===== src/rtl/pipeline_ctrl_if.sv =====
// Pipeline control bundle: hazard/status inputs from the datapath and the
// per-stage latch controls driven back by pipeline_ctrl.
// master = the controller, slave = the datapath it steers.
interface pipeline_ctrl_if #(
  parameter int unsigned CNT_W = 32
);
  logic             ihit;
  logic             dhit;
  logic             mem_dREN;
  logic             mem_dWEN;
  logic             ex_dREN;
  logic [4:0]       ex_regDst;
  logic [4:0]       id_rs;
  logic [4:0]       id_rt;
  logic             id_use_rt;
  logic             ex_pcsrc;
  logic             id_halt;
  logic             pc_en;
  logic             ifid_en;
  logic             ifid_flush;
  logic             idex_en;
  logic             idex_flush;
  logic             exmem_en;
  logic             exmem_flush;
  logic             memwb_en;
  logic             halt;
  logic [CNT_W-1:0] stall_cnt;
  logic [CNT_W-1:0] flush_cnt;

  modport master (
    input  ihit, dhit, mem_dREN, mem_dWEN, ex_dREN, ex_regDst, id_rs, id_rt, id_use_rt,
           ex_pcsrc, id_halt,
    output pc_en, ifid_en, ifid_flush, idex_en, idex_flush, exmem_en, exmem_flush, memwb_en,
           halt, stall_cnt, flush_cnt
  );

  modport slave (
    output ihit, dhit, mem_dREN, mem_dWEN, ex_dREN, ex_regDst, id_rs, id_rt, id_use_rt,
           ex_pcsrc, id_halt,
    input  pc_en, ifid_en, ifid_flush, idex_en, idex_flush, exmem_en, exmem_flush, memwb_en,
           halt, stall_cnt, flush_cnt
  );
endinterface


===== src/rtl/pipeline_ctrl.sv =====
// Hazard and sequencing controller for the 5-stage pipeline.
// Handles fetch/data-memory waits, load-use bubbles, EX-resolved branches and
// the halt drain. Optional perf counters: define PIPE_PERF_CNT_EN.
module pipeline_ctrl #(
  parameter int unsigned DRAIN_CYC = 3,
  parameter int unsigned CNT_W     = 32
) (
  input logic             CLK,
  input logic             RST,
  pipeline_ctrl_if.master bus
);
  localparam int unsigned DrainW = (DRAIN_CYC < 2) ? 1 : $clog2(DRAIN_CYC + 1);

  typedef enum logic [1:0] {StRun, StDwait, StDrain, StHalted} state_e;

  state_e              state_q, state_d;
  logic [DrainW-1:0]   drain_q, drain_d;
  logic                memwait, loaduse;
  logic                pc_en, ifid_en, ifid_flush, idex_en, idex_flush;
  logic                exmem_en, exmem_flush, memwb_en, halt;

  assign memwait = (bus.mem_dREN | bus.mem_dWEN) & ~bus.dhit;
  assign loaduse = bus.ex_dREN & (bus.ex_regDst != 5'd0) &
                   ((bus.ex_regDst == bus.id_rs) | (bus.id_use_rt & (bus.ex_regDst == bus.id_rt)));

  // State and drain counter registers
  always_ff @(posedge CLK or posedge RST) begin
    if (RST) begin
      state_q <= StRun;
      drain_q <= '0;
    end else begin
      state_q <= state_d;
      drain_q <= drain_d;
    end
  end

  // Next state and latch controls; reset forces all latches to bubble
  always_comb begin
    state_d     = state_q;
    drain_d     = drain_q;
    pc_en       = 1'b0;
    ifid_en     = 1'b0;
    ifid_flush  = 1'b0;
    idex_en     = 1'b0;
    idex_flush  = 1'b0;
    exmem_en    = 1'b0;
    exmem_flush = 1'b0;
    memwb_en    = 1'b0;
    halt        = 1'b0;
    unique case (state_q)
      // DWAIT only differs from RUN in that it is entered on a wait; once
      // dhit arrives the same priority rules apply, so a held branch is kept.
      StRun, StDwait: begin
        if (memwait) begin
          state_d = StDwait;
        end else begin
          state_d  = StRun;
          idex_en  = 1'b1;
          exmem_en = 1'b1;
          memwb_en = 1'b1;
          if (bus.ex_pcsrc) begin
            pc_en      = 1'b1;
            ifid_en    = 1'b1;
            ifid_flush = 1'b1;
            idex_flush = 1'b1;
          end else if (loaduse || !bus.ihit) begin
            idex_flush = 1'b1;
          end else if (bus.id_halt) begin
            ifid_en    = 1'b1;
            ifid_flush = 1'b1;
            drain_d    = DrainW'(DRAIN_CYC);
            state_d    = StDrain;
          end else begin
            pc_en   = 1'b1;
            ifid_en = 1'b1;
          end
        end
      end
      // Branch resolution is ignored: the halt is already past any branch.
      StDrain: begin
        ifid_flush = 1'b1;
        idex_flush = 1'b1;
        if (!memwait) begin
          ifid_en  = 1'b1;
          idex_en  = 1'b1;
          exmem_en = 1'b1;
          memwb_en = 1'b1;
          if (drain_q <= DrainW'(1)) begin
            drain_d = '0;
            state_d = StHalted;
          end else begin
            drain_d = drain_q - DrainW'(1);
          end
        end
      end
      StHalted: begin
        halt = 1'b1;
      end
      default: begin
        state_d = StRun;
      end
    endcase
    if (RST) begin
      pc_en       = 1'b0;
      ifid_en     = 1'b0;
      idex_en     = 1'b0;
      exmem_en    = 1'b0;
      memwb_en    = 1'b0;
      ifid_flush  = 1'b1;
      idex_flush  = 1'b1;
      exmem_flush = 1'b1;
      halt        = 1'b0;
    end
  end

  assign bus.pc_en       = pc_en;
  assign bus.ifid_en     = ifid_en;
  assign bus.ifid_flush  = ifid_flush;
  assign bus.idex_en     = idex_en;
  assign bus.idex_flush  = idex_flush;
  assign bus.exmem_en    = exmem_en;
  assign bus.exmem_flush = exmem_flush;
  assign bus.memwb_en    = memwb_en;
  assign bus.halt        = halt;

`ifdef PIPE_PERF_CNT_EN
  logic [CNT_W-1:0] stall_q, flush_q;
  logic             run_like;

  assign run_like = (state_q == StRun) || (state_q == StDwait);

  // Saturating perf counters; they freeze naturally once HALTED
  always_ff @(posedge CLK or posedge RST) begin
    if (RST) begin
      stall_q <= '0;
      flush_q <= '0;
    end else begin
      if (run_like && !pc_en && (stall_q != '1)) stall_q <= stall_q + CNT_W'(1);
      if (run_like && !memwait && bus.ex_pcsrc && (flush_q != '1)) flush_q <= flush_q + CNT_W'(1);
    end
  end

  assign bus.stall_cnt = stall_q;
  assign bus.flush_cnt = flush_q;
`else
  assign bus.stall_cnt = {CNT_W{1'b0}};
  assign bus.flush_cnt = {CNT_W{1'b0}};
`endif
endmodule


===== src/flat_wrapper.sv =====
// flat-port wrapper written by rule: the top's interface ports become plain ports
module pipeline_ctrl_flat 
#(
  parameter int unsigned DRAIN_CYC = 3,
  parameter int unsigned CNT_W     = 32
)
  (CLK, RST, bus_ihit, bus_dhit, bus_mem_dREN, bus_mem_dWEN, bus_ex_dREN, bus_ex_regDst, bus_id_rs, bus_id_rt, bus_id_use_rt, bus_ex_pcsrc, bus_id_halt, bus_pc_en, bus_ifid_en, bus_ifid_flush, bus_idex_en, bus_idex_flush, bus_exmem_en, bus_exmem_flush, bus_memwb_en, bus_halt, bus_stall_cnt, bus_flush_cnt);
  pipeline_ctrl_if #(.CNT_W(CNT_W)) bus_i ();
  input logic CLK;
  input logic RST;
  input wire logic [$bits(bus_i.ihit)-1:0] bus_ihit;
  input wire logic [$bits(bus_i.dhit)-1:0] bus_dhit;
  input wire logic [$bits(bus_i.mem_dREN)-1:0] bus_mem_dREN;
  input wire logic [$bits(bus_i.mem_dWEN)-1:0] bus_mem_dWEN;
  input wire logic [$bits(bus_i.ex_dREN)-1:0] bus_ex_dREN;
  input wire logic [$bits(bus_i.ex_regDst)-1:0] bus_ex_regDst;
  input wire logic [$bits(bus_i.id_rs)-1:0] bus_id_rs;
  input wire logic [$bits(bus_i.id_rt)-1:0] bus_id_rt;
  input wire logic [$bits(bus_i.id_use_rt)-1:0] bus_id_use_rt;
  input wire logic [$bits(bus_i.ex_pcsrc)-1:0] bus_ex_pcsrc;
  input wire logic [$bits(bus_i.id_halt)-1:0] bus_id_halt;
  output wire logic [$bits(bus_i.pc_en)-1:0] bus_pc_en;
  output wire logic [$bits(bus_i.ifid_en)-1:0] bus_ifid_en;
  output wire logic [$bits(bus_i.ifid_flush)-1:0] bus_ifid_flush;
  output wire logic [$bits(bus_i.idex_en)-1:0] bus_idex_en;
  output wire logic [$bits(bus_i.idex_flush)-1:0] bus_idex_flush;
  output wire logic [$bits(bus_i.exmem_en)-1:0] bus_exmem_en;
  output wire logic [$bits(bus_i.exmem_flush)-1:0] bus_exmem_flush;
  output wire logic [$bits(bus_i.memwb_en)-1:0] bus_memwb_en;
  output wire logic [$bits(bus_i.halt)-1:0] bus_halt;
  output wire logic [$bits(bus_i.stall_cnt)-1:0] bus_stall_cnt;
  output wire logic [$bits(bus_i.flush_cnt)-1:0] bus_flush_cnt;
  assign bus_i.ihit = bus_ihit;
  assign bus_i.dhit = bus_dhit;
  assign bus_i.mem_dREN = bus_mem_dREN;
  assign bus_i.mem_dWEN = bus_mem_dWEN;
  assign bus_i.ex_dREN = bus_ex_dREN;
  assign bus_i.ex_regDst = bus_ex_regDst;
  assign bus_i.id_rs = bus_id_rs;
  assign bus_i.id_rt = bus_id_rt;
  assign bus_i.id_use_rt = bus_id_use_rt;
  assign bus_i.ex_pcsrc = bus_ex_pcsrc;
  assign bus_i.id_halt = bus_id_halt;
  assign bus_pc_en = bus_i.pc_en;
  assign bus_ifid_en = bus_i.ifid_en;
  assign bus_ifid_flush = bus_i.ifid_flush;
  assign bus_idex_en = bus_i.idex_en;
  assign bus_idex_flush = bus_i.idex_flush;
  assign bus_exmem_en = bus_i.exmem_en;
  assign bus_exmem_flush = bus_i.exmem_flush;
  assign bus_memwb_en = bus_i.memwb_en;
  assign bus_halt = bus_i.halt;
  assign bus_stall_cnt = bus_i.stall_cnt;
  assign bus_flush_cnt = bus_i.flush_cnt;
  pipeline_ctrl #(.DRAIN_CYC(DRAIN_CYC), .CNT_W(CNT_W)) u_core (.CLK(CLK), .RST(RST), .bus(bus_i));
endmodule

===== config.mk =====
export PLATFORM = sky130hd
export DESIGN_NAME = pipeline_ctrl_flat
export DESIGN_NICKNAME = d
export VERILOG_FILES = /design/src/rtl/pipeline_ctrl_if.sv /design/src/rtl/pipeline_ctrl.sv /design/src/flat_wrapper.sv
export SDC_FILE = /design/constraint.sdc
export NUM_CORES = 1
export LEC_CHECK = 0
export CAP_MARGIN = 20
export CORE_ASPECT_RATIO = 0.9
export CORE_MARGIN = 8
export CORE_UTILIZATION = 26
export CTS_BUF_LIST = sky130_fd_sc_hd__clkbuf_4 sky130_fd_sc_hd__clkbuf_8 sky130_fd_sc_hd__clkbuf_16
export DETAILED_ROUTE_END_ITERATION = 7
export GPL_TIMING_DRIVEN = 0
export HOLD_SLACK_MARGIN = 0.08
export PLACE_DENSITY = 0.78
export SLEW_MARGIN = 40
export SYNTH_ARGS = -nofsm -noshare
export SYNTH_HDL_FRONTEND = slang
export SYNTH_SLANG_ARGS = --single-unit

===== constraint.sdc =====
create_clock -name CLK -period 1.4 [get_ports CLK]
set_input_delay 0.28 -clock CLK [delete_from_list [all_inputs] [get_ports CLK]]
set_output_delay 0.28 -clock CLK [all_outputs]
set_load 0.02 [all_outputs]

Yosys cells after proc, flatten, opt, wreduce, memory -nomap -nowiden
Index checks and enable logic that the tools add are counted.

Input bits: 25. Register bits after elaboration: 4.

$lt $le $gt $ge: 1. $add $sub $neg: 1. Muxes and demuxes: 42. Equality and inequality tests: 11. Reductions and logical operators: 9. Bitwise logic cells: 7.

Operator list (count): $mux 1 (25); $mux 2 (12); $eq 5x5->1 (2); $ne 2x2->1 const B (5); $pmux 2 s2 (2); $pmux 1 s2 (3); $reduce_and 6->1 (1); $reduce_bool 5->1 (1); $and 1x1->1 (4); $eq 2x2->1 const B (2); $reduce_and 3->1 (1); $reduce_or 3->1 (1); $eq 2x1->1 const B (1); $le 2x1->1 const B (1); $logic_not 2->1 (1); $ne 2x1->1 const B (1); $or 1x1->1 (2); $reduce_bool 2->1 (1); $reduce_or 2->1 (1); $sub 2x1->2 const B (1); $logic_not 1->1 (1); $logic_or 1x1->1 (1); $not 1->1 (1).

Logic depth before layout (Yosys ltp)
Word-level depth: 10. Depth in mapped cells: 5.

Worst setup path after synthesis
Ideal clock, no wire load.

Path kind: input -> output. From: input bus_ex_regDst[1]. To: output bus_pc_en. Path slack: -0.381 ns. Required time: 1.120 ns. Path buffers: 0. Data arrival time: 1.501 ns. Cell stages on the path: 4. Cell sequence: or4_4 o21ai_2 a21oi_2 o21ai_0.

Cells in the longest elaborated chain, start to end: 10. Elaborated cells between the ends (all ways): 13. Those cells by class: 2 x eq/ne; 5 x mux; 4 x bitwise; 2 x reduce/logical.

RTL lines: start: declaration (line flat_wrapper.sv:16) `input wire logic [$bits(bus_i.ex_regDst)-1:0] bus_ex_regDst;`; $eq 5x5->1 (line pipeline_ctrl.sv:24) `((bus.ex_regDst == bus.id_rs) | (bus.id_use_rt & (bus.ex_regDst == bus.id_rt)));`; $and 1x1->1 (line pipeline_ctrl.sv:24); $or 1x1->1 (line pipeline_ctrl.sv:24); $and 1x1->1 (*) (line pipeline_ctrl.sv:23) `assign loaduse = bus.ex_dREN & (bus.ex_regDst != 5'd0) &`; $logic_or 1x1->1 (*) (line pipeline_ctrl.sv:66) `end else if (loaduse || !bus.ihit) begin`; $mux 1 (*) (line pipeline_ctrl.sv:66); $mux 1 (*) (line pipeline_ctrl.sv:61) `if (bus.ex_pcsrc) begin`; $mux 1 (*) (line pipeline_ctrl.sv:54) `if (memwait) begin`; $mux 1 (*) (line pipeline_ctrl.sv:50) `unique case (state_q)`; $mux 1 (*) (line pipeline_ctrl.sv:103) `if (RST) begin`; end: declaration (line flat_wrapper.sv:22) `output wire logic [$bits(bus_i.pc_en)-1:0] bus_pc_en;`.

Mark *: on every way between the ends. The rest lies on a longest branch, timed or not.

Worst setup path after layout
From: input bus_ex_regDst[1]. To: output bus_ifid_flush.

Cells in the longest elaborated chain, start to end: 10. Elaborated cells between the ends (all ways): 13. Those cells by class: 2 x eq/ne; 5 x mux; 4 x bitwise; 2 x reduce/logical.

RTL lines: $eq 5x5->1 (line pipeline_ctrl.sv:24); $and 1x1->1 (line pipeline_ctrl.sv:24); $or 1x1->1 (line pipeline_ctrl.sv:24); $and 1x1->1 (*) (line pipeline_ctrl.sv:23); $logic_or 1x1->1 (*) (line pipeline_ctrl.sv:66); $mux 1 (*) (line pipeline_ctrl.sv:66); $mux 1 (*) (line pipeline_ctrl.sv:61); $mux 1 (*) (line pipeline_ctrl.sv:54); $pmux 1 s2 (*) (line pipeline_ctrl.sv:50); $mux 1 (*) (line pipeline_ctrl.sv:103); end: declaration (line flat_wrapper.sv:24) `output wire logic [$bits(bus_i.ifid_flush)-1:0] bus_ifid_flush;`.

Marked as above.

==> flow_metrics.tcl <==
set metrics [dict create \
    reg2reg_slack_ps 70 \
    nets 255 \
    cp-end-kind "output pin" \
    antenna_found_initial 0 \
    num_io_pins 98 \
    drt_iter0_markers 32 \
    yosysWarningCount 0 \
    finalHoldViolations 0 \
    grt-ovfl-total 0 \
    cp.arrival_ps 1500 \
    gp_congestion 0.743 \
    violations "setup timing" \
    totalWireLength_mm 2.92 \
    synthesis.area_um2 923 \
    grt_start_max_net_pins 9 \
    rr_startpoint "u_core.state_q[1]$_DFFE_PP0P_" \
    slew_viol_final 0 \
    fin_ws_ps -379 \
    fin_setup_tns_ps -1600 \
    die_h_um 72.5 \
    layout_min_cycle_time_ps 1780 \
    die_w_um 78.8 \
    finalSetupViolCount 7 \
    power_density_mw_per_mm2 597 \
    post-route-drc-count 0 \
    wl_per_cell_um 10.7 \
    status "finished, violations left" \
    synth_cell_type_count 26 \
    crit_fanout 5 \
    die_area_mm2 0.00572 \
    syn_inst 121 \
    rsz0062_at_grt "yes" \
    ir_drop_mv 0.278 \
    cts-buffers-inserted 3 \
    cts_sinks 4 \
    worstPathRequired_ps 1120 \
    ys_seq_area_share_pct 10.8 \
    vias_per_cell 3.36 \
    skew_ps 5.74 \
    power_mw 1.02 \
    dp_hpwl_mm 2.44 \
    antenna_cells 0 \
    total_leakage_power_nw 0.976 \
    cp-start-kind "primary input" \
    ys_ff_latch 4 \
    tritoncts "done" \
    ant_nets 0 \
    root_buffer "clkbuf_8" \
    coreArea_mm2 0.00338 \
    grt_pass1_vias 912 \
    area_delta_synth_final_pct 84.7 \
    crit_type "primary input to output pin" \
    num_vias 915 \
    initial_core_util_pct 27.3 \
    max_cap_viol_count 0 \
    grt_pass1_wl_mm 4.20 \
    clk_pin_slew_worst_paths_ps 30 \
    first_pass_iters 4 \
    num_rows 20 \
    reg2reg_depth 5 \
    track_usage_pct 8.98 \
    clkLatencyLatePin_ps 220 \
    hold_class "primary input to asynchronous set/reset pin" \
    fillCellCount 372 \
    r2r_end "u_core.drain_q[0]$_DFFE_PP0P_" \
    max_freq_mhz 562 \
    cts.path.max_buffers 2 \
    avgSynthCellArea_um2 7.63 \
    drive_gt1_share_pct 49.6 \
    cts_max_level 1 \
    numPortBuffers 33 \
    postLayoutCoreUtil_pct 50.5 \
    period_share_pct 127 \
]
## layer usage
layer / track usage, % / wire length (um)
met5: 0 / 0
met1: 7.58 / 973
met2: 17.0 / 1610
met4: 3.70 / 17
met3: 4.94 / 326
## synthesized netlist by cell type
cell	number	area (um2)
o21a_1	2	15.0
inv_1	1	3.75
and3_1	1	6.26
o211ai_1	1	7.51
dfrtp_1	4	100
or4_4	1	11.3
conb_1	1	3.75
nor2b_1	1	6.26
nor4_1	1	6.26
buf_4	67	503
nand3b_1	1	7.51
o21ai_0	4	20.0
nand3_1	4	20.0
xor2_1	7	61.3
xnor2_1	3	26.3
nor3_1	1	5.00
nand4b_1	2	17.5
nor2_1	6	22.5
o21ai_2	1	8.76
nand2_1	4	15.0
o21ai_1	1	5.00
a21oi_2	1	8.76
o21bai_1	2	15.0
o31ai_1	2	15.0
nor3b_1	1	7.51
a21oi_1	1	5.00
## flip-flops by register name, summed over array words and instances, names as in the netlist
register / flops
u_core.drain_q: 2
u_core.state_q: 2
## how the worst max path moves through the flow
stage          cells past startpoint             end              from  slack [ps]
4_1_cts                            7  bus_ifid_flush      bus_id_rt[2]        -450
6_report                           6  bus_ifid_flush  bus_ex_regDst[1]        -380
3_5_place_dp                       7  bus_idex_flush  bus_ex_regDst[3]       -1420
3_3_place_gp                       7  bus_idex_flush  bus_ex_regDst[3]       -1450
2_1_floorplan                      4  bus_ifid_flush  bus_ex_regDst[1]        -270
5_1_grt                            6  bus_ifid_flush  bus_ex_regDst[1]        -430
## cells by family after synthesis
kind of cell | after synthesis | share of synthesized area (%)
buffers and inverters | 68 | 54.9
DFF | 4 | 10.8
other | 1 | 0.406
xor gates and xnor gates | 10 | 9.49
and+or+nand+nor | 23 | 13.6
AOI/OAI and AO/OA | 15 | 10.8
## worst max-delay path, cell delays in order
cell,delay (ps)
buf_8,100
or4_4,540
o21ai_4,160
a21oi_4,60
o211ai_1,180
buf_4,180
## cells in the final DEF, fill, tap and decap left out, types with 2 or more instances in the layout
cell	n
xnor2_1	3
dfrtp_1	3
nand2_1	3
conb_1	64
nor2_2	2
nor2_1	4
clkbuf_8	3
buf_4	77
buf_6	9
xor2_1	7
buf_2	5
o31ai_4	2
nand4b_1	2
o21ai_1	3
clkbuf_2	2
clkdlybuf4s50_1	5
dlymetal6s2s_1	3
dlygate4sd2_1	4
nand3_1	4
o21ai_0	2
## power by group
part | switching, mW | internal, mW | total, mW | leakage, nW
Combinational | 0.319 | 0.288 | 0.607 | 0.911
Sequential | 0.0235 | 0.146 | 0.170 | 0.0436
Clock | 0.0578 | 0.183 | 0.241 | 0.0216
Total | 0.401 | 0.617 | 1.02 | 0.976
## per-stage QoR
| stage | std cells | hold WS [ps] | area (um2) | setup slack [ps] |
|---|---|---|---|---|
| 5_1_grt | 272 | 253 | 1710 | -430 |
| 4_1_cts | 268 | 520 | 1620 | -449 |
| 6_report | 272 | 227 | 1710 | -379 |
| 3_3_place_gp | 261 | 502 | 1550 | -1450 |
| 2_1_floorplan | 184 | 67.9 | 1160 | -267 |
| 3_5_place_dp | 261 | 514 | 1550 | -1420 |
## area by class of cell
| type | count | area (um2) | share of cell area, % |
|---|---|---|---|
| Multi-Input combinational cell | 112 | 631 | 37.0 |
| Buffer | 67 | 507 | 29.7 |
| Timing Repair Buffer | 41 | 367 | 21.5 |
| Sequential cell | 4 | 101 | 5.94 |
| Tap cell | 44 | 55.1 | 3.23 |
| Clock buffer | 3 | 41.3 | 2.42 |
| Inverter | 1 | 3.75 | 0.220 |
## timing repair
action | 4_1_cts | 5_1_grt
gates resized for setup | 97 | 27
setup endpoints to repair | 12 | 11
setup buffers | 4 | 4
gates cloned | 0 | 0
pin swaps | 16 | 11
hold buffers | 0 | 0
Power figures use the tool's default switching activity.
